==> src/rtl/rq_ack_pkg.sv <==
// Shared definitions for the request-acknowledge responder: state encoding,
// request payload field offsets and the wait-configuration width.
package rq_ack_pkg;

    localparam logic [1:0] IDLE_ENC = 2'd0;
    localparam logic [1:0] BUSY_ENC = 2'd1;
    localparam logic [1:0] ACK_ENC  = 2'd2;

    typedef enum logic [1:0] {
        IDLE = IDLE_ENC,
        BUSY = BUSY_ENC,
        ACK  = ACK_ENC
    } state_t;

    localparam int unsigned WAIT_W    = 4;
    localparam int unsigned WDATA_LSB = 0;

    // Address field sits directly above the write data.
    function automatic int unsigned addr_lsb(input int unsigned dw);
        return dw;
    endfunction

    // Write-enable is the payload MSB.
    function automatic int unsigned we_pos(input int unsigned aw, input int unsigned dw);
        return aw + dw;
    endfunction

endpackage

==> src/rtl/rq_ack_regmem.sv <==
// Register-array backing store for the responder: synchronous write,
// combinational read, asynchronous clear of every word.
module rq_ack_regmem #(
    parameter int unsigned AW = 4,
    parameter int unsigned DW = 8
) (
    input  logic          clk,
    input  logic          rst_n,
    input  logic          we,
    input  logic [AW-1:0] addr,
    input  logic [DW-1:0] wdata,
    output logic [DW-1:0] rdata_c
);

    localparam int unsigned DEPTH = 1 << AW;

    logic [DW-1:0] mem [DEPTH];

    always_ff @(posedge clk or negedge rst_n) begin
        if (!rst_n) begin
            for (int i = 0; i < DEPTH; i++) begin
                mem[i] <= '0;
            end
        end else if (we) begin
            mem[addr] <= wdata;
        end
    end

    assign rdata_c = mem[addr];

endmodule

==> src/rtl/rq_ack_responder.sv <==
// Target end of the request-acknowledge link with per-request wait states.
// Optional checker enabled by RQ_ACK_RESP_PROTOCOL_CHECK_EN.
module rq_ack_responder
    import rq_ack_pkg::*;
#(
    parameter  int unsigned AW     = 4,
    parameter  int unsigned DW     = 8,
    localparam int unsigned REQ_DW = 1 + AW + DW,
    localparam int unsigned ACK_DW = DW
) (
    input  logic              clk,
    input  logic              rst_n,
    input  logic              req,
    input  logic [REQ_DW-1:0] req_data,
    output logic              ack,
    output logic [ACK_DW-1:0] ack_data,
    input  logic [WAIT_W-1:0] wait_cfg,
    output logic              busy,
    output logic              proto_err
);

    localparam int unsigned WE_POS   = we_pos(AW, DW);
    localparam int unsigned ADDR_LSB = addr_lsb(DW);

    state_t            state, state_nx;
    logic [WAIT_W-1:0] cnt, cnt_nx;
    logic              cap_we, cap_we_nx;
    logic [AW-1:0]     cap_addr, cap_addr_nx;
    logic [DW-1:0]     cap_wdata, cap_wdata_nx;
    logic              ack_nx;
    logic [ACK_DW-1:0] ack_data_nx;
    logic              busy_nx;
    logic              access;

    logic              in_we;
    logic [AW-1:0]     in_addr;
    logic [DW-1:0]     in_wdata;
    logic              acc_we;
    logic [AW-1:0]     acc_addr;
    logic [DW-1:0]     acc_wdata;
    logic [DW-1:0]     rdata;

    assign in_we    = req_data[WE_POS];
    assign in_addr  = req_data[ADDR_LSB +: AW];
    assign in_wdata = req_data[WDATA_LSB +: DW];

    // Zero-wait requests access straight from the bus; waited ones from the capture.
    assign acc_we    = (state == IDLE) ? in_we    : cap_we;
    assign acc_addr  = (state == IDLE) ? in_addr  : cap_addr;
    assign acc_wdata = (state == IDLE) ? in_wdata : cap_wdata;

    rq_ack_regmem #(
        .AW (AW),
        .DW (DW)
    ) u_regmem (
        .clk     (clk),
        .rst_n   (rst_n),
        .we      (access & acc_we),
        .addr    (acc_addr),
        .wdata   (acc_wdata),
        .rdata_c (rdata)
    );

    always_ff @(posedge clk or negedge rst_n) begin
        if (!rst_n) begin
            state     <= IDLE;
            cnt       <= '0;
            cap_we    <= 1'b0;
            cap_addr  <= '0;
            cap_wdata <= '0;
            ack       <= 1'b0;
            ack_data  <= '0;
            busy      <= 1'b0;
        end else begin
            state     <= state_nx;
            cnt       <= cnt_nx;
            cap_we    <= cap_we_nx;
            cap_addr  <= cap_addr_nx;
            cap_wdata <= cap_wdata_nx;
            ack       <= ack_nx;
            ack_data  <= ack_data_nx;
            busy      <= busy_nx;
        end
    end

    // Next-state, wait counter and registered-output preparation.
    always_comb begin
        state_nx     = state;
        cnt_nx       = cnt;
        cap_we_nx    = cap_we;
        cap_addr_nx  = cap_addr;
        cap_wdata_nx = cap_wdata;
        access       = 1'b0;

        case (state)
            IDLE: begin
                if (req) begin
                    cap_we_nx    = in_we;
                    cap_addr_nx  = in_addr;
                    cap_wdata_nx = in_wdata;
                    if (wait_cfg == '0) begin
                        access   = 1'b1;
                        state_nx = ACK;
                    end else begin
                        cnt_nx   = wait_cfg;
                        state_nx = BUSY;
                    end
                end
            end
            BUSY: begin
                if (!req) begin
                    cnt_nx   = '0;
                    state_nx = IDLE;
                end else if (cnt == WAIT_W'(1)) begin
                    cnt_nx   = '0;
                    access   = 1'b1;
                    state_nx = ACK;
                end else begin
                    cnt_nx = cnt - WAIT_W'(1);
                end
            end
            ACK: begin
                state_nx = IDLE;
            end
            default: begin
                state_nx = IDLE;
            end
        endcase

        ack_nx      = access;
        ack_data_nx = access ? (acc_we ? acc_wdata : rdata) : '0;
        busy_nx     = (state_nx != IDLE);
    end

`ifdef RQ_ACK_RESP_PROTOCOL_CHECK_EN
    // Sticky flag for a withdrawn or unstable request during wait states.
    always_ff @(posedge clk or negedge rst_n) begin
        if (!rst_n) begin
            proto_err <= 1'b0;
        end else if (state == BUSY) begin
            if (!req) begin
                proto_err <= 1'b1;
                $display("%m: protocol violation, req withdrawn before ack at %0t", $time);
            end else if (req_data != {cap_we, cap_addr, cap_wdata}) begin
                proto_err <= 1'b1;
                $display("%m: protocol violation, req_data changed while pending at %0t", $time);
            end
        end
    end
`else
    assign proto_err = 1'b0;
`endif

endmodule

==> config.mk <==
export PLATFORM = sky130hd
export DESIGN_NAME = rq_ack_responder
export DESIGN_NICKNAME = d
export VERILOG_FILES = /design/src/rtl/rq_ack_pkg.sv /design/src/rtl/rq_ack_regmem.sv /design/src/rtl/rq_ack_responder.sv
export SDC_FILE = /design/constraint.sdc
export NUM_CORES = 1
export LEC_CHECK = 0
export ABC_AREA = 1
export BUFFER_PORTS_ARGS = -buffer_cell sky130_fd_sc_hd__buf_2
export CORE_MARGIN = 3
export CORE_UTILIZATION = 39
export CTS_BUF_LIST = sky130_fd_sc_hd__clkbuf_8
export DETAILED_ROUTE_END_ITERATION = 8
export SYNTH_ARGS = -nofsm -noshare
export SYNTH_HDL_FRONTEND = slang
export SYNTH_SLANG_ARGS = --single-unit
==> constraint.sdc <==
create_clock -name clk -period 3.15 [get_ports clk]
set_clock_uncertainty 0.15 [all_clocks]
set_input_delay 0.315 -clock clk [delete_from_list [all_inputs] [get_ports clk]]
set_output_delay 0.315 -clock clk [all_outputs]
set_load 0.01 [all_outputs]
==> results.toml <==
[run_status]
status = "complete, no violations"

[clocking]
cts.sinks = 157
cts_tree = "done"
cts_hold_buf = 12
cts_setup_buffers = 0
cts_resized = 0
cts_htree_levels = 4
cts_buffers = 17
clk_pin_slew_ps = 90
clk_latency_ps = 460
root_buffer = "clkbuf_8"
cts_buffer_depth = 2

[routing]
drtIter0Drc = 415
via_count = 6668
avgRoutedWirePerCell_um = 15.1
drcViolationCount = 0
drt_wl_total_um = 20700
via_per_inst = 4.85
dr.pass1.iters = 5
detail-route-antenna-nets = 0

[synthesis]
syn-mean-instance-area_um2 = 7.76
synthTopCellsByArea = "dfrtp_1, nand2_1, inv_1"
synth_top_area_cell = "dfrtp_1"
synthAdderAreaFrac_pct = 0.300
yosysWarnings = 0
synth-simple-area-share_pct = 29.8
synthMuxAreaShare_pct = 0
synth_seq_cells = 157
syn-num-nets = 1095
synth_compound_area_share_pct = 11.6
synth-xor-area-share_pct = 0.210
synth_top_family_by_area = "simple AND/OR/NAND/NOR gates"
seq_area_frac_synth_pct = 47.2
synth_area_mm2 = 0.00833
netlist_instances = 1073
yosysUniqueCellTypes = 37
synth_top_area_share_pct = 47.2

[sta]
grt_setup_unrepaired = "false"
finalSetupViolCount = 0
worstMarginPinSlew_ps = 758
min_period_ps = 2630
setup_tns_ps = 0
maxSlewHeadroom_pct = 49.5
hold_violations = 0
finalCritPeriodShare_pct = 83.6
max_freq_ghz = 0.380
report.final.slew_viol_count = 0

[floorplan]
die-area_mm2 = 0.0231
design.core.area_mm2 = 0.0206
rows = 52
start_util_pct = 40.4
die_h_um = 152
io_pins = 31
fp.dieW_um = 152

[placed_design]
gp_congestion = 0.827
portBuffers = 29
place_inst = 1330
hpwl_um = 13200

[global_route]
grt_util_all_layers_pct = 18.5
grt_antenna_before_repair = 0
grt_pass1_wl_um = 34600
grt_max_degree = 81
grt_pass1_vias = 6504
grt.overflow.total = 0

[worst_setup_path]
path_class = "flop to flop"
r2r-start = "state[0]"
startpoint_type = "flop"
worst_ep_required_time_ps = 3360
end_kind = "flop"
crit_arrival_ps = 2840
critPathLaunch = "state[0]"
path_max_fanout = 26

[final_layout]
n_fill_cell = 2078
area.growth.synth_to_final_pct = 9.76
drive_above_1_share_pct = 11.0
final_cells = 1374
fin_nets = 1113
final_common_cell = "nand2_1"
antennaDiodeCount = 0
final_cell_mix = "nand2_1, dfrtp_1, inv_1, o21ai_1, nand3_1"

[power]
comb_power_share_pct = 35.2
p_switching_w = 0.00245
p_sw_share_pct = 39.0
ir_drop_uv = 272
power_w = 0.00628
p_clk_share_pct = 23.5
seq_power_share_pct = 41.4
p_leak_nw = 4.47
power.internal_w = 0.00383
cellPowerDensity_mw_per_mm2 = 687

[flow_run]
drv_cap = 0

[worst_hold_path]
hp-start = "req_data[10]"
hp-class = "input pin to flop"
[per-layer routing]
metal / track usage (%) / share of wire [%]
met2: 29.5 / 46
met5: 0 / 0
met1: 25.8 / 49
met4: 5.48 / 1.9
met3: 3.29 / 3.8
[critical path, cell delays in order (launching register included)]
cell     delay [ps]
dfrtp_1         470
nor2_8          410
nand2_1         170
o21ai_4         150
inv_2           100
nor2_4          360
nand4_2         420
o21ai_0         300
[cell usage after synthesis]
master / number
nand3_2: 1
inv_4: 2
inv_2: 3
nand4_4: 12
clkbuf_1: 25
nand2_4: 1
o21ai_1: 96
o21bai_1: 8
nor2_8: 3
buf_4: 7
buf_1: 5
ha_1: 2
nor2_4: 2
dfrtp_1: 157
o21a_1: 9
nand2_1: 404
xor2_1: 1
nor2_2: 1
o22ai_1: 12
o21ai_4: 3
conb_1: 1
nand4_2: 4
xnor2_1: 1
nor3_1: 8
buf_8: 1
buf_2: 18
nor2_1: 5
or2_2: 1
nand3b_1: 16
nand3_1: 66
inv_1: 139
buf_6: 8
nand2_2: 6
o32ai_1: 1
o21ai_0: 38
a21oi_1: 5
o21ai_2: 1
[path summary, 6_finish.rpt]
path                                      to  slack [ps]  depth (start not counted)
max in group asynchronous  u_regmem.mem[109]        1740                          3
min in group asynchronous             cnt[2]         300                          2
setup / recovery           u_regmem.mem[114]         520                          7
hold reg to reg             u_regmem.mem[98]         340                          2
setup reg to reg           u_regmem.mem[114]         520                          7
hold / removal                   cap_addr[2]          30                          3
[flip-flops by register name, summed over array words and instances, names as in the netlist]
signal and flops:
u_regmem.mem 128, cap_we 1, cnt 4, cap_addr 4, ack_data 8, busy 1
cap_wdata 8, state 2, ack 1
[power groups by stage]
stage          clock (W)  combinational [W]  sequential [W]
6_report         0.00147            0.00221         0.00260
5_1_grt          0.00159            0.00253         0.00264
4_1_cts          0.00151            0.00223         0.00259
3_5_place_dp           0            0.00221         0.00263
3_3_place_gp           0            0.00219         0.00262
2_1_floorplan          0            0.00164         0.00259
[kinds of logic (layout without fill, tap and decap cells)]
kind of cell | after synthesis | in the layout
AOI/OAI and AO/OA | 173 | 173
xor gates and xnor gates | 2 | 2
adders and majority gates | 2 | 2
buffers and inverters | 208 | 239
DFF | 157 | 157
other | 1 | 1
and+or+nand+nor | 530 | 530
[layout make-up]
cell class | count | area (µm²) | share of cell area [%]
flip-flops and latches | 157 | 3930 | 43.0
multi-input cells | 708 | 3500 | 38.2
inverters | 144 | 546 | 5.97
repair buffers | 63 | 462 | 5.05
well taps | 270 | 338 | 3.69
clock buffers | 18 | 248 | 2.71
clock inverters | 14 | 126 | 1.38
[metrics by stage]
stage               hold WS, ps  util [%]  setup slack (ps)  area [µm²]
floorplan                  -131         -               989        8330
global placement            267      41.9               572        8650
detailed placement          269      41.9               535        8650
CTS                        4.99      44.3               505        9140
global route               27.9      44.3               259        9140
finish                     25.3      44.3               518        9140
No activity file was read; power rests on OpenSTA's default activity.
